===== config.mk =====
export PLATFORM = sky130hd
export DESIGN_NAME = alu_issue_queue
export DESIGN_NICKNAME = d
export VERILOG_FILES = /design/src/rtl/alu_issue_pkg.sv /design/src/rtl/alu_cmd_fifo.sv /design/src/rtl/alu_issue_queue.sv
export SDC_FILE = /design/constraint.sdc
export NUM_CORES = 1
export LEC_CHECK = 0
export BUFFER_PORTS_ARGS = -buffer_cell sky130_fd_sc_hd__buf_4
export CAP_MARGIN = 5
export CELL_PAD_IN_SITES_DETAIL_PLACEMENT = 1
export CELL_PAD_IN_SITES_GLOBAL_PLACEMENT = 1
export CORE_AREA = 5 5 89 91
export DETAILED_ROUTE_END_ITERATION = 7
export DIE_AREA = 0 0 94 96
export PLACE_DENSITY = 0.76
export SYNTH_ARGS = -nofsm -noshare
export SYNTH_HDL_FRONTEND = slang
export SYNTH_SLANG_ARGS = --single-unit

===== constraint.sdc =====
create_clock -name clk -period 3 [get_ports clk]
set_input_delay 0.9 -clock clk [delete_from_list [all_inputs] [get_ports clk]]
set_output_delay 0.9 -clock clk [all_outputs]
set_load 0.05 [all_outputs]

===== src/rtl/alu_issue_pkg.sv =====
// ---------------------------------------------------------------------------
// alu_issue_pkg
//   Shared types and constants for the ALU issue queue.
//   - state_t   : issue/retire FSM states (IDLE, EXEC, RESULT)
//   - SEL_W     : width of the ALU operation select
//   - cmd_t     : command record {s, x, y, cin}; operands are declared at
//                 OPND_W_MAX and a queue instance uses the low WIDTH bits
//   - cmd_bits(): packed width of one queued command for a given WIDTH,
//                 used to size the FIFO payload
// ---------------------------------------------------------------------------
package alu_issue_pkg;

  localparam int SEL_W      = 2;
  localparam int OPND_W_MAX = 32;

  typedef enum logic [1:0] {
    IDLE   = 2'd0,
    EXEC   = 2'd1,
    RESULT = 2'd2
  } state_t;

  typedef struct packed {
    logic [SEL_W-1:0]      s;
    logic [OPND_W_MAX-1:0] x;
    logic [OPND_W_MAX-1:0] y;
    logic                  cin;
  } cmd_t;

  // Payload layout in the FIFO is {s, x, y, cin} with WIDTH-bit operands.
  function automatic int cmd_bits(input int width);
    return SEL_W + 2 * width + 1;
  endfunction

endpackage


===== src/rtl/alu_cmd_fifo.sv =====
// ---------------------------------------------------------------------------
// alu_cmd_fifo
//   Synchronous command FIFO for the ALU issue queue. Pointers wrap modulo
//   DEPTH (DEPTH is a power of two); occupancy is tracked in a separate
//   clog2(DEPTH)+1 bit counter so full and empty are unambiguous. There is
//   no write-to-read bypass: an entry written at one edge becomes visible at
//   rdata_o/empty_o only after that edge.
//
//   Parameters : DW    payload width in bits
//                DEPTH number of entries (power of two, >= 2)
//   Ports      : clk, rst      clock, asynchronous active-high reset
//                push_i        write wdata_i (ignored when full)
//                wdata_i       payload to write
//                pop_i         drop head entry (ignored when empty)
//                rdata_o       head entry
//                empty_o       no entries held
//                full_o        DEPTH entries held
// ---------------------------------------------------------------------------
module alu_cmd_fifo
  import alu_issue_pkg::*;
#(
  parameter int DW    = 13,
  parameter int DEPTH = 4
) (
  input  logic          clk,
  input  logic          rst,
  input  logic          push_i,
  input  logic [DW-1:0] wdata_i,
  input  logic          pop_i,
  output logic [DW-1:0] rdata_o,
  output logic          empty_o,
  output logic          full_o
);

  localparam int AW = $clog2(DEPTH);

  logic [DW-1:0] mem_q [DEPTH];
  logic [AW-1:0] wptr_q, wptr_d;
  logic [AW-1:0] rptr_q, rptr_d;
  logic [AW:0]   count_q, count_d;
  logic          do_push, do_pop;

  assign empty_o = (count_q == '0);
  assign full_o  = (count_q == (AW+1)'(DEPTH));
  assign rdata_o = mem_q[rptr_q];

  assign do_push = push_i && !full_o;
  assign do_pop  = pop_i && !empty_o;

  always_comb begin
    wptr_d  = wptr_q;
    rptr_d  = rptr_q;
    count_d = count_q;
    if (do_push) wptr_d = wptr_q + AW'(1);
    if (do_pop)  rptr_d = rptr_q + AW'(1);
    case ({do_push, do_pop})
      2'b10:   count_d = count_q + (AW+1)'(1);
      2'b01:   count_d = count_q - (AW+1)'(1);
      default: count_d = count_q;
    endcase
  end

  always_ff @(posedge clk or posedge rst) begin
    if (rst) begin
      wptr_q  <= '0;
      rptr_q  <= '0;
      count_q <= '0;
    end else begin
      wptr_q  <= wptr_d;
      rptr_q  <= rptr_d;
      count_q <= count_d;
    end
  end

  // Storage carries data only; emptiness comes from count_q, so it needs no reset.
  always_ff @(posedge clk) begin
    if (do_push) mem_q[wptr_q] <= wdata_i;
  end

endmodule


===== src/rtl/alu_issue_queue.sv =====
// ---------------------------------------------------------------------------
// alu_issue_queue
//   Buffers ALU commands in a FIFO and issues them one at a time to an
//   external combinational ALU. Each issued command gets exactly one cycle
//   of ALU settle time (EXEC) before its result is captured and offered on
//   a valid/ready result port (RESULT). Throughput is one result per two
//   cycles when the consumer is always ready.
//
//   Optional feature: define ALU_ISSUE_STATS_EN to add op_count, an 8-bit
//   saturating count of result handshakes.
//
//   Parameters : WIDTH  operand/result width
//                DEPTH  command FIFO entries (power of two, >= 2)
//   Ports      : clk, rst                    clock, async active-high reset
//                cmd_valid/cmd_ready         command handshake
//                cmd_s, cmd_x, cmd_y, cmd_cin command fields
//                alu_s, alu_x, alu_y, alu_cin registered ALU drive
//                alu_f, alu_cout             ALU result inputs
//                res_valid/res_ready         result handshake
//                res_f, res_cout, res_s      captured result and op tag
//                op_count                    (ALU_ISSUE_STATS_EN only)
// ---------------------------------------------------------------------------
module alu_issue_queue
  import alu_issue_pkg::*;
#(
  parameter int WIDTH = 5,
  parameter int DEPTH = 4
) (
  input  logic             clk,
  input  logic             rst,
  input  logic             cmd_valid,
  output logic             cmd_ready,
  input  logic [SEL_W-1:0] cmd_s,
  input  logic [WIDTH-1:0] cmd_x,
  input  logic [WIDTH-1:0] cmd_y,
  input  logic             cmd_cin,
  output logic [WIDTH-1:0] alu_x,
  output logic [WIDTH-1:0] alu_y,
  output logic [SEL_W-1:0] alu_s,
  output logic             alu_cin,
  input  logic [WIDTH-1:0] alu_f,
  input  logic             alu_cout,
  output logic             res_valid,
  input  logic             res_ready,
  output logic [WIDTH-1:0] res_f,
  output logic             res_cout,
  output logic [SEL_W-1:0] res_s
`ifdef ALU_ISSUE_STATS_EN
  ,
  output logic [7:0]       op_count
`endif
);

  localparam int CW = cmd_bits(WIDTH);

  if (DEPTH < 2 || (DEPTH & (DEPTH - 1)) != 0) begin : g_bad_depth
    $error("alu_issue_queue: DEPTH must be a power of two and at least 2");
  end

  state_t           state_q, state_d;
  logic [WIDTH-1:0] alu_x_q, alu_x_d;
  logic [WIDTH-1:0] alu_y_q, alu_y_d;
  logic [SEL_W-1:0] alu_s_q, alu_s_d;
  logic             alu_cin_q, alu_cin_d;
  logic [WIDTH-1:0] res_f_q, res_f_d;
  logic             res_cout_q, res_cout_d;
  logic [SEL_W-1:0] res_s_q, res_s_d;
  logic             res_valid_q, res_valid_d;

  logic [CW-1:0]    push_data;
  logic [CW-1:0]    head;
  logic             fifo_empty, fifo_full;
  logic             pop;
  logic             capture;

  // cmd_ready depends only on registered occupancy, so a pop in the same
  // cycle never opens a slot for a push.
  assign cmd_ready = !fifo_full;
  assign push_data = {cmd_s, cmd_x, cmd_y, cmd_cin};

  alu_cmd_fifo #(
    .DW    (CW),
    .DEPTH (DEPTH)
  ) u_fifo (
    .clk     (clk),
    .rst     (rst),
    .push_i  (cmd_valid && cmd_ready),
    .wdata_i (push_data),
    .pop_i   (pop),
    .rdata_o (head),
    .empty_o (fifo_empty),
    .full_o  (fifo_full)
  );

  always_comb begin
    state_d     = state_q;
    pop         = 1'b0;
    capture     = 1'b0;
    res_valid_d = res_valid_q;

    case (state_q)
      IDLE: begin
        if (!fifo_empty) begin
          pop     = 1'b1;
          state_d = EXEC;
        end
      end
      EXEC: begin
        capture     = 1'b1;
        res_valid_d = 1'b1;
        state_d     = RESULT;
      end
      RESULT: begin
        if (res_valid_q && res_ready) begin
          res_valid_d = 1'b0;
          if (!fifo_empty) begin
            pop     = 1'b1;
            state_d = EXEC;
          end else begin
            state_d = IDLE;
          end
        end
      end
      default: begin
        state_d     = IDLE;
        res_valid_d = 1'b0;
      end
    endcase
  end

  // ALU drive holds the last issued command; result holds the last capture.
  always_comb begin
    alu_s_d    = alu_s_q;
    alu_x_d    = alu_x_q;
    alu_y_d    = alu_y_q;
    alu_cin_d  = alu_cin_q;
    res_f_d    = res_f_q;
    res_cout_d = res_cout_q;
    res_s_d    = res_s_q;
    if (pop) begin
      alu_s_d   = head[CW-1 -: SEL_W];
      alu_x_d   = head[2*WIDTH : WIDTH+1];
      alu_y_d   = head[WIDTH : 1];
      alu_cin_d = head[0];
    end
    if (capture) begin
      res_f_d    = alu_f;
      res_cout_d = alu_cout;
      res_s_d    = alu_s_q;
    end
  end

  always_ff @(posedge clk or posedge rst) begin
    if (rst) begin
      state_q     <= IDLE;
      alu_s_q     <= '0;
      alu_x_q     <= '0;
      alu_y_q     <= '0;
      alu_cin_q   <= 1'b0;
      res_f_q     <= '0;
      res_cout_q  <= 1'b0;
      res_s_q     <= '0;
      res_valid_q <= 1'b0;
    end else begin
      state_q     <= state_d;
      alu_s_q     <= alu_s_d;
      alu_x_q     <= alu_x_d;
      alu_y_q     <= alu_y_d;
      alu_cin_q   <= alu_cin_d;
      res_f_q     <= res_f_d;
      res_cout_q  <= res_cout_d;
      res_s_q     <= res_s_d;
      res_valid_q <= res_valid_d;
    end
  end

  assign alu_s     = alu_s_q;
  assign alu_x     = alu_x_q;
  assign alu_y     = alu_y_q;
  assign alu_cin   = alu_cin_q;
  assign res_f     = res_f_q;
  assign res_cout  = res_cout_q;
  assign res_s     = res_s_q;
  assign res_valid = res_valid_q;

`ifdef ALU_ISSUE_STATS_EN
  logic [7:0] op_count_q, op_count_d;

  always_comb begin
    op_count_d = op_count_q;
    if (res_valid_q && res_ready && op_count_q != 8'hFF) op_count_d = op_count_q + 8'd1;
  end

  always_ff @(posedge clk or posedge rst) begin
    if (rst) op_count_q <= 8'd0;
    else     op_count_q <= op_count_d;
  end

  assign op_count = op_count_q;
`endif

endmodule


# Word level (Yosys, flattened, before mapping)
# Memories as Yosys holds them, arrays and structs flattened. A register that Yosys moved wholly into a read port is not among the register bits.
# Cells that the tools add are included.
# W data, S select, Z words.
# word_totals
ff_bits,18
latchBits,0
ram_bits,52
rom_bits,0
in_bits,23
out_inout_bits,23
word_cells,45
mem_count,1
# memory_table
memory,depth,width,read_ports,rd_ports_with_merged_regs,wr,line_no,source
u_fifo.mem_q,4,13,1,1,1,alu_cmd_fifo.sv:37,logic [DW-1:0] mem_q [DEPTH];
# classes
add_sub_neg,4
mul,0
div_mod_pow,0
n_lt_le_gt_ge,0
n_eq_ne,7
shift,0
n_mux,13
bitwise_logic,1
n_reduce_logical,11
# ops
operator,n
$mux W1,7
$pmux W2 S3,1
$pmux W3 S2,1
$add A2 B1 Y2 const B,2
$eq A2 B1 Y1 const B,2
$eq A2 B2 Y1 const B,2
$logic_and A1 B1 Y1,4
$mux W2,2
$ne A2 B2 Y1 const B,2
$reduce_and A2 Y1,2
$add A3 B1 Y3 const B,1
$eq A3 B3 Y1 const B,1
$logic_not A3 Y1,1
$pmux W1 S3,1
$sub A3 B1 Y3 const B,1
$logic_not A1 Y1,2
$logic_not A2 Y1,1
$pmux W1 S2,1
$reduce_bool A2 Y1,1
$not A1 Y1,1

# Depth between registers and ports, before layout
# depth
word_depth,7
ltp_mapped,9
mapped_depth_nobuf,9

# Cells and area by module
# Synthesis repeated with hierarchy kept, for this count alone.
# unflattened
cells_unflattened,164
area_unflattened_um2,3311.9
# modules_own_cells
module,instances,cells_each,area_each_um2,seq_area_each_um2
alu_cmd_fifo,1,106,2338.5,1736.7
alu_issue_queue,1,58,973.4,600.6

# Worst setup path before layout
# Ideal clock, no wire load.
# synth_path
path_type,input-to-reg
from,input res_ready
to,register u_fifo.count_q[2]
setup_time_ns,0.079
arrival_ns,2.447
required_ns,2.921
setup_slack_ns,0.474
cell_stages,9
n_path_buf,1
cell_sequence,a21boi_2 nor3_4 buf_6 ha_1 inv_1 fa_1 xor2_1 nor2_1 xor2_1
# synth_via
elab_chain_len,6
word_cells_on_any_way,8
classes_between,eq/ne: 2; mux: 3; reduce/logical: 3
# synth_lines
item,line_no,source
from (decl),alu_issue_queue.sv:44,"input logic res_ready,"
$logic_and A1 B1 Y1 *,alu_issue_queue.sv:114,if (res_valid_q && res_ready) begin
$mux W1 *,alu_issue_queue.sv:114,
$pmux W1 S2 *,alu_issue_queue.sv:101,case (state_q)
$logic_and A1 B1 Y1 *,alu_cmd_fifo.sv:48,assign do_pop = pop_i && !empty_o;
via u_fifo.do_pop,alu_cmd_fifo.sv:41,"logic do_push, do_pop;"
$eq A2 B1 Y1 / $eq A2 B2 Y1 (equally long branches),alu_cmd_fifo.sv:56,"case ({do_push, do_pop})"
$pmux W3 S2 / $reduce_bool A2 Y1 (equally long branches),--,
to (signal assigned),alu_cmd_fifo.sv:71,count_q <= count_d;
to (decl),alu_cmd_fifo.sv:40,"logic [AW:0] count_q, count_d;"
# The timed path passes the listed nets; every way through them passes the cells marked *.
# A chain may end at the register's enable or synchronous reset.

# Worst setup path in the final report
# layout_path
from,register u_fifo.count_q[0]
to,output cmd_ready
# layout_via
elab_chain_len,2
# layout_lines
item,line_no,source
$eq A3 B3 Y1,alu_cmd_fifo.sv:44,assign full_o = (count_q == (AW+1)'(DEPTH));
$logic_not A1 Y1,alu_issue_queue.sv:78,assign cmd_ready = !fifo_full;
to (decl),alu_issue_queue.sv:32,"output logic cmd_ready,"
# Every way passes these cells.

==> results_dict.tcl <==
set metrics [dict create \
    hold_viol 0 \
    die-width_um 94 \
    synth_seq_cells 83 \
    postCtsSetupBuffers 0 \
    cts_tree "done" \
    numCtsBuffers 9 \
    cts-htree-levels 3 \
    coreArea_um2 7060 \
    overflow 0 \
    ys_warn_count 0 \
    finalSetupTns_ps 0 \
    cap_violations 0 \
    start_util 0.465 \
    rows 31 \
    start_kind "register" \
    clock_latency_ps 340 \
    fp.dieH_um 96 \
    end_kind "output port" \
    worstPathArrival_ps 1440 \
    drc 0 \
    cts_sinks 83 \
    antenna_found_initial 0 \
    via_count 1595 \
    ir_drop_mv 0.463 \
    path_delay_family "simple AND/OR/NAND/NOR gates" \
    io_pins 46 \
    antenna_cells 0 \
    critPathKind "reg -> out" \
    r2r_end "u_fifo.count_q[2]" \
    period_needed_ps 2340 \
    io_buffers 45 \
    ys_types 28 \
    cts_hold_buf 0 \
    drt_pass1_iterations 4 \
    p_seq_frac 0.401 \
    routed_via_density 5.02 \
    dpl_cell_area_um2 3720 \
    fmax_mhz 428 \
    grt_usage 0.152 \
    fin_total_pwr_mw 4.65 \
    cts_max_path_buffers 2 \
    fin_area_um2 3910 \
    cp_num_buf_inv 1 \
    synth_area_per_cell_um2 20.6 \
    layout_common_cells "edfxtp_1 (52), buf_4 (48), dfrtp_1 (31)" \
    hold_slack_ps 514 \
    combPwrFrac 0.432 \
    syn_inst 159 \
    crit_fanout 6 \
    drt-total-wl_mm 6.14 \
    cts-root-buf "clkbuf_8" \
    critPathLaunch "u_fifo.count_q[0]" \
    final_common_cell "edfxtp_1" \
    rsz0062_at_grt "no" \
    ant_nets 0 \
    r2r-start "u_fifo.count_q[0]" \
    status "complete, no violations" \
    cts_resized 0 \
    dpl_worst_slack_ps 601 \
    slew_headroom 0.482 \
    crit_path_top_delay_cell "or3b_4" \
    sw_frac_of_total 0.379 \
    switchingPower_mw 1.76 \
    clkPwrFrac 0.167 \
    drt_iter0_markers 49 \
    post_drt_wl_per_cell_um 19.3 \
    grt_pass1_vias 1841 \
    setup_viol 0 \
    grt_pass1_wl_mm 9.88 \
    dp_cells 302 \
    syn2layout_area_growth_pct 19.3 \
    ff2ff_setup_slack_ps 790 \
    worstMarginPinSlew_ps 777 \
    synth_nets 188 \
    power.internal_mw 2.89 \
    power_density_nw_per_um2 1190 \
    drive_gt1_frac 0.443 \
    maxSlewViolCount 0 \
    cp.required_ps 2100 \
    post-dp-hpwl_mm 4.34 \
    min_to "u_fifo.count_q[2]" \
    crit_chain "or3b_4, buf_4" \
    place.gp.congestion 0.700 \
    instances_no_fill 318 \
    synthesis.area_um2 3280 \
    hold_class "reg -> reg" \
    seq_area_frac_synth 0.713 \
    clk_pin_slew_ps 80 \
    min_delay_path_depth 1 \
    final_nets 243 \
    p_leak_nw 1.56 \
    skew_ps 6.73 \
    fin_crit_sh 0.778 \
    r2r_cells 9 \
    fin_util 0.554 \
    grt_max_degree 32 \
    max_stage_delay_ps 450 \
    design.die.area_um2 9020 \
    setup_ws_ps 665 \
    min-delay-start "u_fifo.count_q[2]" \
]
power by group through the flow:
stage	clock network (mW)	logic [mW]	registers [mW]
after floorplan	0	1.06	2.31
after global placement	0	1.94	1.86
after detailed placement	0	2.04	1.90
after CTS	0.796	2.05	1.88
after global routing	0.858	2.14	1.91
final	0.778	2.01	1.87
cells by family after synthesis:
kind of cell | after synthesis | synth area share
DFF | 83 | 0.713
muxes | 36 | 0.184
buffers and inverters | 12 | 0.0237
and+or+nand+nor | 12 | 0.0290
xor gates and xnor gates | 6 | 0.0160
adders and majority gates | 6 | 0.0252
AOI/OAI and AO/OA | 4 | 0.00954
Yosys cell counts (all sizes together):
master | n | share of area
and2 | 1 | 0.0027
dfrtp | 31 | 0.24
nor4b | 1 | 0.0027
or3b | 1 | 0.0034
mux2 | 22 | 0.086
nor3 | 3 | 0.0095
ha | 5 | 0.019
inv | 8 | 0.0092
a21boi | 1 | 0.0034
xnor2 | 2 | 0.0053
fa | 1 | 0.0061
buf | 4 | 0.014
o21ai | 1 | 0.0015
a21o | 1 | 0.0023
xor2 | 4 | 0.011
mux4 | 13 | 0.095
nor2 | 2 | 0.0031
and3 | 4 | 0.0076
mux2i | 1 | 0.0031
edfxtp | 52 | 0.48
o21a | 1 | 0.0023
registers in the layout, indices dropped and copies added, names as in the netlist:
signal and count:
u_fifo.mem_q 52, alu_x 5, alu_y 5, res_f 5, u_fifo.count_q 3, alu_s 2, res_s 2, state_q 2
u_fifo.rptr_q 2, u_fifo.wptr_q 2, alu_cin 1, res_cout 1, res_valid 1
cell type report:
cell class,instances,area [µm²]
Clock buffer,11,141
Clock inverter,5,53.8
Fill cell,656,3150
Inverter,8,30.0
Multi-Input combinational cell,64,865
Sequential cell,83,2340
Tap cell,99,124
Timing Repair Buffer,48,360
worst max path at each step:
stage / to / cells after the start / slack, ps
after global placement: u_fifo.count_q[2] / 9 / 660
after CTS: cmd_ready / 2 / 650
after global routing: cmd_ready / 2 / 620
after detailed placement: u_fifo.count_q[2] / 9 / 600
after floorplan: u_fifo.count_q[2] / 9 / 470
final: cmd_ready / 2 / 660
per-layer routing:
metal,wire [µm],GRT usage
met5,0,0
met4,119,0.0794
met3,321,0.0336
met2,3150,0.255
met1,2550,0.185
(Power assumes the default switching activity.)
